[src/rtl/input_route_buffer.sv]
// Per-input-port flit FIFO with XY route computation on the head flit and a
// request/grant handshake toward the conflict judge. Optional starvation
// counter under INPUT_ROUTE_BUFFER_STARVE_EN.
module input_route_buffer #(
  parameter int DATA_W  = 16,
  parameter int COORD_W = 2,
  parameter int DEPTH   = 4,
  parameter int X_ID    = 0,
  parameter int Y_ID    = 0
`ifdef INPUT_ROUTE_BUFFER_STARVE_EN
  ,
  parameter int STARVE_TH = 4
`endif
) (
  input  logic                     clk,
  input  logic                     rst_n,
  input  logic                     enable,
  input  logic                     in_valid,
  input  logic [DATA_W-1:0]        in_data,
  output logic                     in_ready,
  output logic [1:0]               dout,
  input  logic                     fail,
  output logic                     out_valid,
  output logic [DATA_W-1:0]        out_data,
  output logic [1:0]               out_dir,
`ifdef INPUT_ROUTE_BUFFER_STARVE_EN
  output logic [3:0]               retry_cnt,
  output logic                     starve,
`endif
  output logic [$clog2(DEPTH):0]   count
);
  localparam int AW = $clog2(DEPTH);

  typedef enum logic [1:0] {S_IDLE, S_RC, S_REQ} state_t;

  state_t              r_state, w_state_nxt;
  logic [DATA_W-1:0]   r_mem [DEPTH];
  logic [AW-1:0]       r_wptr, r_rptr;
  logic [AW:0]         r_count;
  logic [1:0]          r_dir_q;
  logic                w_wr, w_pop;
  logic [DATA_W-1:0]   w_head;
  logic [COORD_W-1:0]  w_dst_x, w_dst_y;
  logic [1:0]          w_route;

  assign in_ready = (r_count < (AW+1)'(DEPTH));
  assign w_wr     = in_valid && in_ready;
  assign w_pop    = (r_state == S_REQ) && enable && !fail;
  assign count    = r_count;

  assign w_head  = r_mem[r_rptr];
  assign w_dst_x = w_head[DATA_W-1 -: COORD_W];
  assign w_dst_y = w_head[DATA_W-1-COORD_W -: COORD_W];

  always_comb begin
    w_route = 2'b11;
    if (w_dst_x != COORD_W'(X_ID))      w_route = 2'b01;
    else if (w_dst_y != COORD_W'(Y_ID)) w_route = 2'b10;
  end

  // Storage needs no reset; occupancy is tracked by the pointers and count.
  always_ff @(posedge clk) begin
    if (w_wr) r_mem[r_wptr] <= in_data;
  end

  always_ff @(posedge clk or negedge rst_n) begin
    if (!rst_n) begin
      r_wptr  <= '0;
      r_rptr  <= '0;
      r_count <= '0;
    end else begin
      if (w_wr)  r_wptr <= r_wptr + 1'b1;
      if (w_pop) r_rptr <= r_rptr + 1'b1;
      r_count <= r_count + (AW+1)'(w_wr) - (AW+1)'(w_pop);
    end
  end

  always_ff @(posedge clk or negedge rst_n) begin
    if (!rst_n) r_state <= S_IDLE;
    else        r_state <= w_state_nxt;
  end

  // A same-edge write counts toward the post-pop occupancy.
  always_comb begin
    w_state_nxt = r_state;
    case (r_state)
      S_IDLE:  if (r_count != '0) w_state_nxt = S_RC;
      S_RC:    w_state_nxt = S_REQ;
      S_REQ:   if (w_pop) w_state_nxt = ((r_count > (AW+1)'(1)) || w_wr) ? S_RC : S_IDLE;
      default: w_state_nxt = S_IDLE;
    endcase
  end

  // dout depends only on registered state so fail cannot loop back.
  assign dout = (r_state == S_REQ) ? r_dir_q : 2'b00;

  always_ff @(posedge clk or negedge rst_n) begin
    if (!rst_n) begin
      r_dir_q   <= 2'b00;
      out_valid <= 1'b0;
      out_data  <= '0;
      out_dir   <= 2'b00;
    end else begin
      if (r_state == S_RC) r_dir_q <= w_route;
      out_valid <= w_pop;
      if (w_pop) begin
        out_data <= w_head;
        out_dir  <= r_dir_q;
      end
    end
  end

`ifdef INPUT_ROUTE_BUFFER_STARVE_EN
  logic [3:0] r_retry;

  always_ff @(posedge clk or negedge rst_n) begin
    if (!rst_n)                                      r_retry <= 4'd0;
    else if (w_pop)                                  r_retry <= 4'd0;
    else if ((r_state == S_REQ) && enable && fail &&
             (r_retry != 4'd15))                     r_retry <= r_retry + 4'd1;
  end

  assign retry_cnt = r_retry;
  assign starve    = (32'(r_retry) >= STARVE_TH);
`endif

endmodule

[config.mk]
export PLATFORM = sky130hd
export DESIGN_NAME = input_route_buffer
export DESIGN_NICKNAME = d
export VERILOG_FILES = /design/src/rtl/input_route_buffer.sv
export SDC_FILE = /design/constraint.sdc
export NUM_CORES = 1
export LEC_CHECK = 0
export ABC_CLOCK_PERIOD_IN_PS = 2450
export CORE_MARGIN = 1.5
export CORE_UTILIZATION = 35
export CTS_CLUSTER_DIAMETER = 30
export DETAILED_ROUTE_END_ITERATION = 7
export GPL_TIMING_DRIVEN = 0
export PLACE_DENSITY = 0.52
export SETUP_SLACK_MARGIN = 0.2
export SLEW_MARGIN = 10
export SYNTH_ARGS = -nofsm -noshare
export SYNTH_HDL_FRONTEND = slang
export SYNTH_SLANG_ARGS = --single-unit
export TNS_END_PERCENT = 1
[constraint.sdc]
create_clock -name clk -period 2.45 [get_ports clk]
set_input_delay 0.6125 -clock clk [delete_from_list [all_inputs] [get_ports clk]]
set_output_delay 0.6125 -clock clk [all_outputs]
set_load 0.01 [all_outputs]
==> impl_metrics.yaml <==
clocking:
  cts-root-buf: "clkbuf_8"
  clk_path_buf_depth: 2
  clk_latency_ns: 0.35
  cts_tree: "yes"
  cts_sinks: 94
  htree_levels: 3
  cts_hold_buf: 0
  tritoncts.num_buffers: 9
  path_clk_slew_ns: 0.10
worst_setup_path:
  cpMaxStageDelayCell: "clkdlybuf4s50_1"
  cp_slowest_stage_delay_ns: 0.53
  cp_data_arrival_time_ns: 1.61
  reg2reg_depth: 9
  path_delay_family: "buffers and inverters"
  rr_startpoint: "r_state[0]$_DFFE_PN0P_"
  cp_data_required_time_ns: 1.84
  endpoint_kind: "output port"
  cp_num_cells: 3
  worst-setup-path-type: "register to output port"
  crit_buf_inv: 1
  crit_chain: "nand2b_2 > nor2_1 > clkdlybuf4s50_1"
  crit_start: "r_state[0]$_DFFE_PN0P_"
  startpoint_type: "register"
  cp_max_fo: 4
sta:
  relSlewSlack: 0.378
  final_hold_viol_count: 0
  finalClockSkew_ns: 0.00913
  period_minus_slack_ns: 2.22
  grt_setup_unrepaired: "true"
  maxSlewViolCount: 0
  timing.fmax_mhz: 450
  tightest_slew_ns: 0.933
  setup_violations: 0
  period_share: 0.908
pwr:
  total_power_uw: 4880
  power_density_nw_per_um2: 1080
  ir_drop_mv: 0.331
  p_leak_uw: 0.00166
synthesis:
  ys_seq_elements: 94
  synth_ff_type: "edfxtp_1"
  ys_types: 23
  synthArstFlopShare: 0.319
  synthAdderAreaFrac: 0.0295
  synth_edf_count: 64
  synth_top_family_by_area: "multiplexers"
  synthSimpleGateAreaFrac: 0.0260
  synthMuxAreaShare: 0.170
  synth_compound_area_frac: 0.0106
  synth_fp_nets: 213
  netlist_area_sq_um: 3650
  synthesis.instances: 184
  yosysWarnings: 0
  synthXorXnorAreaFrac: 0.00960
  yosysSeqAreaShare: 0.732
  avgSynthCellArea_sq_um: 19.8
global_route:
  overflow: 0
  grt_pass1_vias: 1900
  grt_pass1_wl_mm: 9.90
  grt_antenna_before_repair: 0
  grt_max_degree: 31
  grt_usage: 0.121
min_path:
  hold_path_class: "input port to async pin"
layout:
  drive_above_1_share: 0.230
  fin_cells: 384
  final_nets: 272
  diodes: 0
  areaGrowthSynthToFinish_pct: 23.4
floorplanning:
  num_rows: 37
  die_area_sq_um: 11100
  core_sq_um: 10200
  fp.dieW_microns: 105
  die_h_microns: 105
  start_util: 0.357
  ios: 46
drt:
  antenna_left: 0
  wire_per_inst_microns: 16.2
  viasPerCell: 4.58
  drt_wl_total_mm: 6.24
  vias: 1760
  drt-initial-drc-count: 37
  dr.pass1.iters: 4
  drc: 0
placement:
  portBuffers: 45
  place_hpwl_mm: 3.87
  place.gp.congestion: 0.618
  dp.cells: 365
flow_run:
  cap_violations: 0
status:
  status: "finished clean"
## layout by cell type, fill, tap and decap left out, drive strengths merged, types with 2 or more instances in the layout
cell,synthesis,final
nor2,6,6
inv,10,14
xnor2,2,2
mux2,20,20
nand2b,3,3
nor2b,3,3
and2,4,4
a21oi,2,2
mux4,16,16
nand2,2,2
edfxtp,64,64
clkinv,0,2
dfrtp,30,30
buf,5,10
clkbuf,2,10
clkdlybuf4s50,0,43
ha,7,7
xor2,2,2
o21ai,4,4
## cell usage after synthesis, types with 2 or more instances
cell | n | area, sq um
edfxtp_1 | 64 | 1920
dfrtp_1 | 30 | 751
mux2_2 | 20 | 225
inv_1 | 10 | 37.5
mux4_1 | 9 | 236
ha_1 | 7 | 87.6
mux4_2 | 7 | 158
nor2_1 | 5 | 18.8
and2_1 | 4 | 25.0
buf_2 | 3 | 15.0
nand2b_1 | 3 | 18.8
nor2b_1 | 3 | 18.8
o21ai_0 | 3 | 15.0
a21oi_1 | 2 | 10.0
buf_6 | 2 | 22.5
clkbuf_1 | 2 | 7.51
nand2_1 | 2 | 7.51
xnor2_1 | 2 | 17.5
xor2_1 | 2 | 17.5
## report_power, final
group	switching (uW)	internal (uW)	leakage, uW
sequential	183	2100	0.000941
combinational	697	924	0.000629
clock	576	394	0.0000943
total	1460	3420	0.00166
## path summary, 6_finish.rpt
path | slack, ns | end
worst min register to register | 0.46 | r_state[0]$_DFFE_PN0P_
worst max register to register | 0.48 | count[2]$_DFF_PN0_
max in group asynchronous | 1.68 | out_data[3]$_DFFE_PN0P_
min in group clk | 0.46 | r_state[0]$_DFFE_PN0P_
worst min-delay path | 0.31 | out_data[6]$_DFFE_PN0P_
worst max-delay path | 0.23 | dout[0]
## final cells by class
| type | instances | area [sq um] |
|---|---|---|
| Tap cell | 136 | 170 |
| Clock buffer | 9 | 124 |
| Sequential cell | 94 | 2670 |
| Timing Repair Buffer | 48 | 470 |
| Inverter | 10 | 37.5 |
| Buffer | 7 | 58.8 |
| Fill cell | 907 | 5720 |
| Multi-Input combinational cell | 73 | 908 |
| Clock inverter | 7 | 65.1 |
## through the flow
step	util	setup WS, ns	setup TNS (ns)	instance area [sq um]	hold slack, ns
4_1_cts	0.437	0.192	0	4480	0.334
3_5_place_dp	0.417	-0.397	-18.49	4270	0.453
2_1_floorplan	-	0.224	0	3650	0.317
3_3_place_gp	0.418	-0.407	-19.46	4270	0.455
5_1_grt	0.441	0.141	0	4510	0.372
6_report	0.441	0.226	0	4510	0.312
## timing repair
item,in CTS,in global routing
setup endpoints to repair,66,68
resized for setup,5,6
setup buffers,1,2
## flip-flops by register name, indices dropped and copies added (netlist names)
name	flops
r_wptr	2
r_mem	64
r_rptr	2
count	3
r_dir_q	2
r_state	2
out_valid	1
out_data	16
out_dir	2
## cells by family (layout without fill, tap and decap cells)
kind of cell | after synthesis | count (layout)
multiplexers | 36 | 36
buffers and inverters | 17 | 81
XOR/XNOR | 4 | 4
flip-flops | 94 | 94
AO/OA/AOI/OAI | 7 | 7
AND/OR/NAND/NOR | 18 | 18
adder cells (fa/ha/maj) | 8 | 8
## per-layer routing
metal | vias up | global-route usage | wire length, microns
met5 | - | 0 | 0
met4 | 0 | 0.0587 | 121
met3 | 11 | 0.0256 | 247
met2 | 38 | 0.194 | 3060
met1 | 894 | 0.156 | 2800
li1 | 817 | - | -
Note: power is estimated with default switching activity, not from simulation.
==> patch 1: new RTL, same flow settings <==
Build with the macro `INPUT_ROUTE_BUFFER_STARVE_EN` defined.
--- a/src/rtl/input_route_buffer.sv
+++ b/src/rtl/input_route_buffer.sv
@@ -1,6 +1,8 @@
 // Per-input-port flit FIFO with XY route computation on the head flit and a
 // request/grant handshake toward the conflict judge. Optional starvation
 // counter under INPUT_ROUTE_BUFFER_STARVE_EN.
+`define INPUT_ROUTE_BUFFER_STARVE_EN
+
 module input_route_buffer #(
   parameter int DATA_W  = 16,
   parameter int COORD_W = 2,
Behaviour (old outputs only; new: retry_cnt and starve): unchanged (equiv_simple and equiv_induct, registers matched by name and starting in step).
==> patch 1 against the original RTL <==
Combinational power up 9.9%; power up 6.9%; setup slack worse by 0.041 ns; routed wire length grew 10%; sequential cell count grew 4; synthesized area increased by 6.0%; synthesized cell count is 11% higher; final area up 6.2%; critical endpoint is now count[2]$_DFF_PN0_; largest cell class unchanged; largest power group unchanged; highest routed layer unchanged.
==> patch 1: results (changes against the original RTL) <==
[metrics] outcome: completed (unchanged)
[metrics] timing startpoint of the critical path: enable (was r_state[0]$_DFFE_PN0P_)
[metrics] placer's final routability congestion estimate: 0.722 (was 0.618)
[metrics] fraction of the yosys area taken by sequential cells: 0.716 (was 0.732)
[metrics] estimated wirelength of the detail-placed design: 4360 um (was 3870 um)
[metrics] global-route met1 utilization: 0.165 (was 0.156)
[metrics] largest voltage drop on the vdd net: 0.382 mV (was 0.331 mV)
[metrics] Worst R2R Setup Slack: 0.44 ns (was 0.48 ns)
[metrics] vias after detailed routing: 1959 (was 1760)
[metrics] Area contributors post-synth: sky130_fd_sc_hd__edfxtp_1, sky130_fd_sc_hd__dfrtp_1, sky130_fd_sc_hd__mux4_1, sky130_fd_sc_hd__mux2_2, sky130_fd_sc_hd__mux4_2 (unchanged)
[metrics] FF-to-FF path depth: 8 (was 9)
[metrics] wire length of the first global-routing pass: 11000 um (was 9900 um)
[metrics] routed length per instance: 16.6 um (was 16.2 um)
[metrics] critical path arrival: 2.52 ns (was 1.61 ns)
[metrics] Routed met1 length: 3020 um (was 2800 um)
[metrics] Iteration-0 DRC Markers: 46 (was 37)
[metrics] aggregate global-route resource usage: 0.130 (was 0.121)
[metrics] fin nets: 298 (was 272)
[metrics] number of buffers added on ports: 50 (was 45)
[metrics] fraction of registers with async set/reset: 0.347 (was 0.319)
[metrics] Synth Net Count: 234 (was 213)
[metrics] routing usage on met3: 0.0350 (was 0.0256)
[metrics] final worst clock skew: 0.0152 ns (was 0.00913 ns)
[metrics] Synth top cells by count: sky130_fd_sc_hd__edfxtp_1, sky130_fd_sc_hd__dfrtp_1, sky130_fd_sc_hd__mux2_2, sky130_fd_sc_hd__inv_1, sky130_fd_sc_hd__mux4_1 (unchanged)
[metrics] Unique masters post-synth: 32 (was 23)
[metrics] total length of routed met2 wires: 3470 um (was 3060 um)
[metrics] worst slack at placement: -0.616 ns (was -0.397 ns)
## patch 1: cell types whose count changed in the layout (fill, tap and decap cells not counted), moves of 2 or more
cell and change:
sky130_fd_sc_hd__buf_6 -2, sky130_fd_sc_hd__clkdlybuf4s50_1 +4, sky130_fd_sc_hd__a22o_1 +3, sky130_fd_sc_hd__clkbuf_1 +3, sky130_fd_sc_hd__and2_1 -4, sky130_fd_sc_hd__nand2_1 +2
sky130_fd_sc_hd__or2_2 +2, sky130_fd_sc_hd__dfrtp_1 +4, sky130_fd_sc_hd__nor3_1 +2, sky130_fd_sc_hd__and2_2 +4, sky130_fd_sc_hd__inv_8 -2
## patch 1: worst max path at each step
stage                             end  slack (ns)  cells after the start
4_1_cts        r_mem[2][14]$_DFFE_PP_        0.02                      4
2_1_floorplan      count[2]$_DFF_PN0_        0.27                      8
3_5_place_dp       count[2]$_DFF_PN0_       -0.62                      9
6_report           count[2]$_DFF_PN0_        0.19                      9
3_3_place_gp       count[2]$_DFF_PN0_       -0.57                      9
5_1_grt            count[2]$_DFF_PN0_        0.01                      8
## patch 1: what timing repair did
action,in CTS,in global routing
pin swaps,2,0
setup endpoints to repair,68,55
resized for setup,2,6
buffers inserted,2,0
## patch 1: layout make-up
cell class | count | area (um^2)
Fill cell | 981 | 6000
Sequential cell | 98 | 2770
Multi-Input combinational cell | 91 | 1030
Timing Repair Buffer | 53 | 536
Tap cell | 140 | 175
Clock buffer | 11 | 131
Clock inverter | 5 | 62.6
Buffer | 7 | 50.0
Inverter | 9 | 33.8
## patch 1: per-stage QoR
stage	hold slack [ns]	utilization	cells	cell area, um^2	TNS, ns
CTS	0.0539	0.443	414	4780	0
global route	0.0453	0.444	414	4790	0
floorplan	0.317	-	205	3870	0
global placement	0.450	0.421	395	4550	-33.50
detailed placement	0.458	0.423	396	4560	-24.12
finish	0.0610	0.444	414	4790	0
## patch 1: report_power, final
group | leakage (nW) | internal (mW) | total, mW | switching, mW
Sequential | 0.994 | 2.19 | 2.41 | 0.214
Combinational | 0.703 | 1.02 | 1.78 | 0.764
Clock | 0.0901 | 0.479 | 1.03 | 0.548
Total | 1.79 | 3.69 | 5.21 | 1.53
## patch 1: cells by family (layout without fill, tap and decap cells)
| logic type | count (synthesis) | after routing | share of synthesized area |
|---|---|---|---|
| flip-flops | 98 | 98 | 0.716 |
| adder cells (fa/ha/maj) | 8 | 8 | 0.0278 |
| AO/OA/AOI/OAI | 14 | 14 | 0.0229 |
| buffers and inverters | 16 | 85 | 0.0217 |
| XOR/XNOR | 5 | 5 | 0.0113 |
| AND/OR/NAND/NOR | 27 | 27 | 0.0372 |
| multiplexers | 37 | 37 | 0.163 |
==> patch 2: new RTL, same settings <==
Without the edit above. Re-encode `state_t` (3 states) as one-hot, 3 bits wide.
--- a/src/rtl/input_route_buffer.sv
+++ b/src/rtl/input_route_buffer.sv
@@ -31,7 +31,7 @@
 );
   localparam int AW = $clog2(DEPTH);
 
-  typedef enum logic [1:0] {S_IDLE, S_RC, S_REQ} state_t;
+  typedef enum logic [2:0] {S_IDLE = 3'b001, S_RC = 3'b010, S_REQ = 3'b100} state_t;
 
   state_t              r_state, w_state_nxt;
   logic [DATA_W-1:0]   r_mem [DEPTH];
Behaviour: same outputs for any inputs over 10 cycles, from zero or initial values and one cycle with rst_n low; not proved beyond that.
==> patch 2 against the original RTL <==
Utilization increased by 0.086 points; synthesized cell count increased by 4.3%; synthesized area increased by 3.0%; power decreased by 0.90%; routed wire length increased by 2.6%; final area increased by 1.6%; global-route usage increased by 0.28 points; sequential cell count increased by 1; setup slack got worse by 0.13 ns; largest cell class unchanged; largest power group unchanged; highest routed layer unchanged.
==> patch 2: results (changes against the original RTL) <==
[metrics] routing usage on met3: 0.0310 (was 0.0256)
[metrics] fraction of the yosys area taken by sequential cells: 0.718 (was 0.732)
[metrics] multiplexer area fraction after synthesis: 0.162 (was 0.170)
[metrics] Unique masters post-synth: 31 (was 23)
[metrics] global-route met1 utilization: 0.164 (was 0.156)
[metrics] Filler Cell Count: 954 (was 907)
[metrics] crit path max fanout: 5 (was 4)
[metrics] Area contributors post-synth: sky130_fd_sc_hd__edfxtp_1, sky130_fd_sc_hd__dfrtp_1, sky130_fd_sc_hd__mux4_2, sky130_fd_sc_hd__mux4_1, sky130_fd_sc_hd__mux2_4 (was sky130_fd_sc_hd__edfxtp_1, sky130_fd_sc_hd__dfrtp_1, sky130_fd_sc_hd__mux4_1, sky130_fd_sc_hd__mux2_2, sky130_fd_sc_hd__mux4_2)
[metrics] fin nets: 278 (was 272)
[metrics] routed via count divided by cell count: 4.58 (about the same)
[metrics] Total Wirelength: 6390 um (was 6240 um)
[metrics] number of standard cells in the layout, taps in and fillers out: 390 (was 384)
[metrics] outcome: completed (unchanged)
[metrics] switching share of power: 0.280 (was 0.298)
[metrics] wire length of the first global-routing pass: 10200 um (was 9900 um)
[metrics] worst slack at placement: -0.333 ns (was -0.397 ns)
[metrics] xor and xnor fraction of the mapped netlist area: 0.00932 (was 0.00960)
[metrics] power drawn by the combinational cells: 1.53 mW (was 1.62 mW)
[metrics] critical path arrival: 1.74 ns (was 1.61 ns)
[metrics] Syn Area/Cell: 19.6 um^2 (was 19.8 um^2)
[metrics] Post-Synth Adder-Cell Area: 0.0286 (was 0.0295)
[metrics] sequential group share of total power: 0.479 (was 0.469)
[metrics] worst-margin pin slew: 0.955 ns (was 0.933 ns)
[metrics] fraction of registers with async set/reset: 0.326 (was 0.319)
[metrics] placer's final routability congestion estimate: 0.656 (was 0.618)
[metrics] Iteration-0 DRC Markers: 44 (was 37)
[metrics] routing usage on met2: 0.196 (was 0.194)
[metrics] Synth Net Count: 221 (was 213)
[metrics] leakage power of the design: 1.68 nW (was 1.66 nW)
[metrics] final standard cell area without fillers: 4580 um^2 (was 4510 um^2)
[patch 2: worst paths after layout]
check | from | end | slack (ns) | cells after the start
min reg2reg | out_dir[1]$_DFFE_PN0P_ | out_dir[1]$_DFFE_PN0P_ | 0.48 | 2
max reg2reg | r_state[1]$_DFFE_PN0P_ | count[2]$_DFF_PN0_ | 0.21 | 9
min in group clk | out_dir[1]$_DFFE_PN0P_ | out_dir[1]$_DFFE_PN0P_ | 0.48 | 2
max in group asynchronous | rst_n | out_data[1]$_DFFE_PN0P_ | 1.65 | 1
min | rst_n | count[0]$_DFF_PN0_ | 0.31 | 1
max | r_state[1]$_DFFE_PN0P_ | dout[1] | 0.09 | 3
[patch 2: stage by stage]
| step | power (mW) | TNS, ns |
|---|---|---|
| finish | 4.83 | 0 |
| global route | 5.12 | 0 |
| CTS | 4.90 | 0 |
| detailed placement | 3.91 | -20.00 |
| global placement | 3.89 | -19.18 |
| floorplan | 3.25 | 0 |
[patch 2: logic make-up (layout without fill, tap and decap cells)]
group,Yosys count,after routing
buf+inv,15,77
simple gates,29,29
mux,33,33
fa+ha+maj,8,8
flops,95,95
xor+xnor,4,4
compound gates,8,8
[patch 2: layout make-up]
type	instances	area share
multi-input combinational	82	0.211
inverter	8	0.00656
tap	136	0.0372
clock buffer	10	0.0279
buffer	7	0.0148
timing repair buffer	46	0.0995
sequential	95	0.590
clock inverter	6	0.0134
[patch 2: repair_timing]
| item | CTS | global route |
|---|---|---|
| buffers inserted | 0 | 1 |
| setup endpoints to repair | 68 | 52 |
| pin swaps | 1 | 1 |
| resized for setup | 1 | 3 |
[patch 2: metal layers]
layer | share of wire | vias to the layer above
met5 | 0 | -
met4 | 0.018 | 0
met3 | 0.032 | 10
met2 | 0.48 | 34
met1 | 0.47 | 901
li1 | - | 841
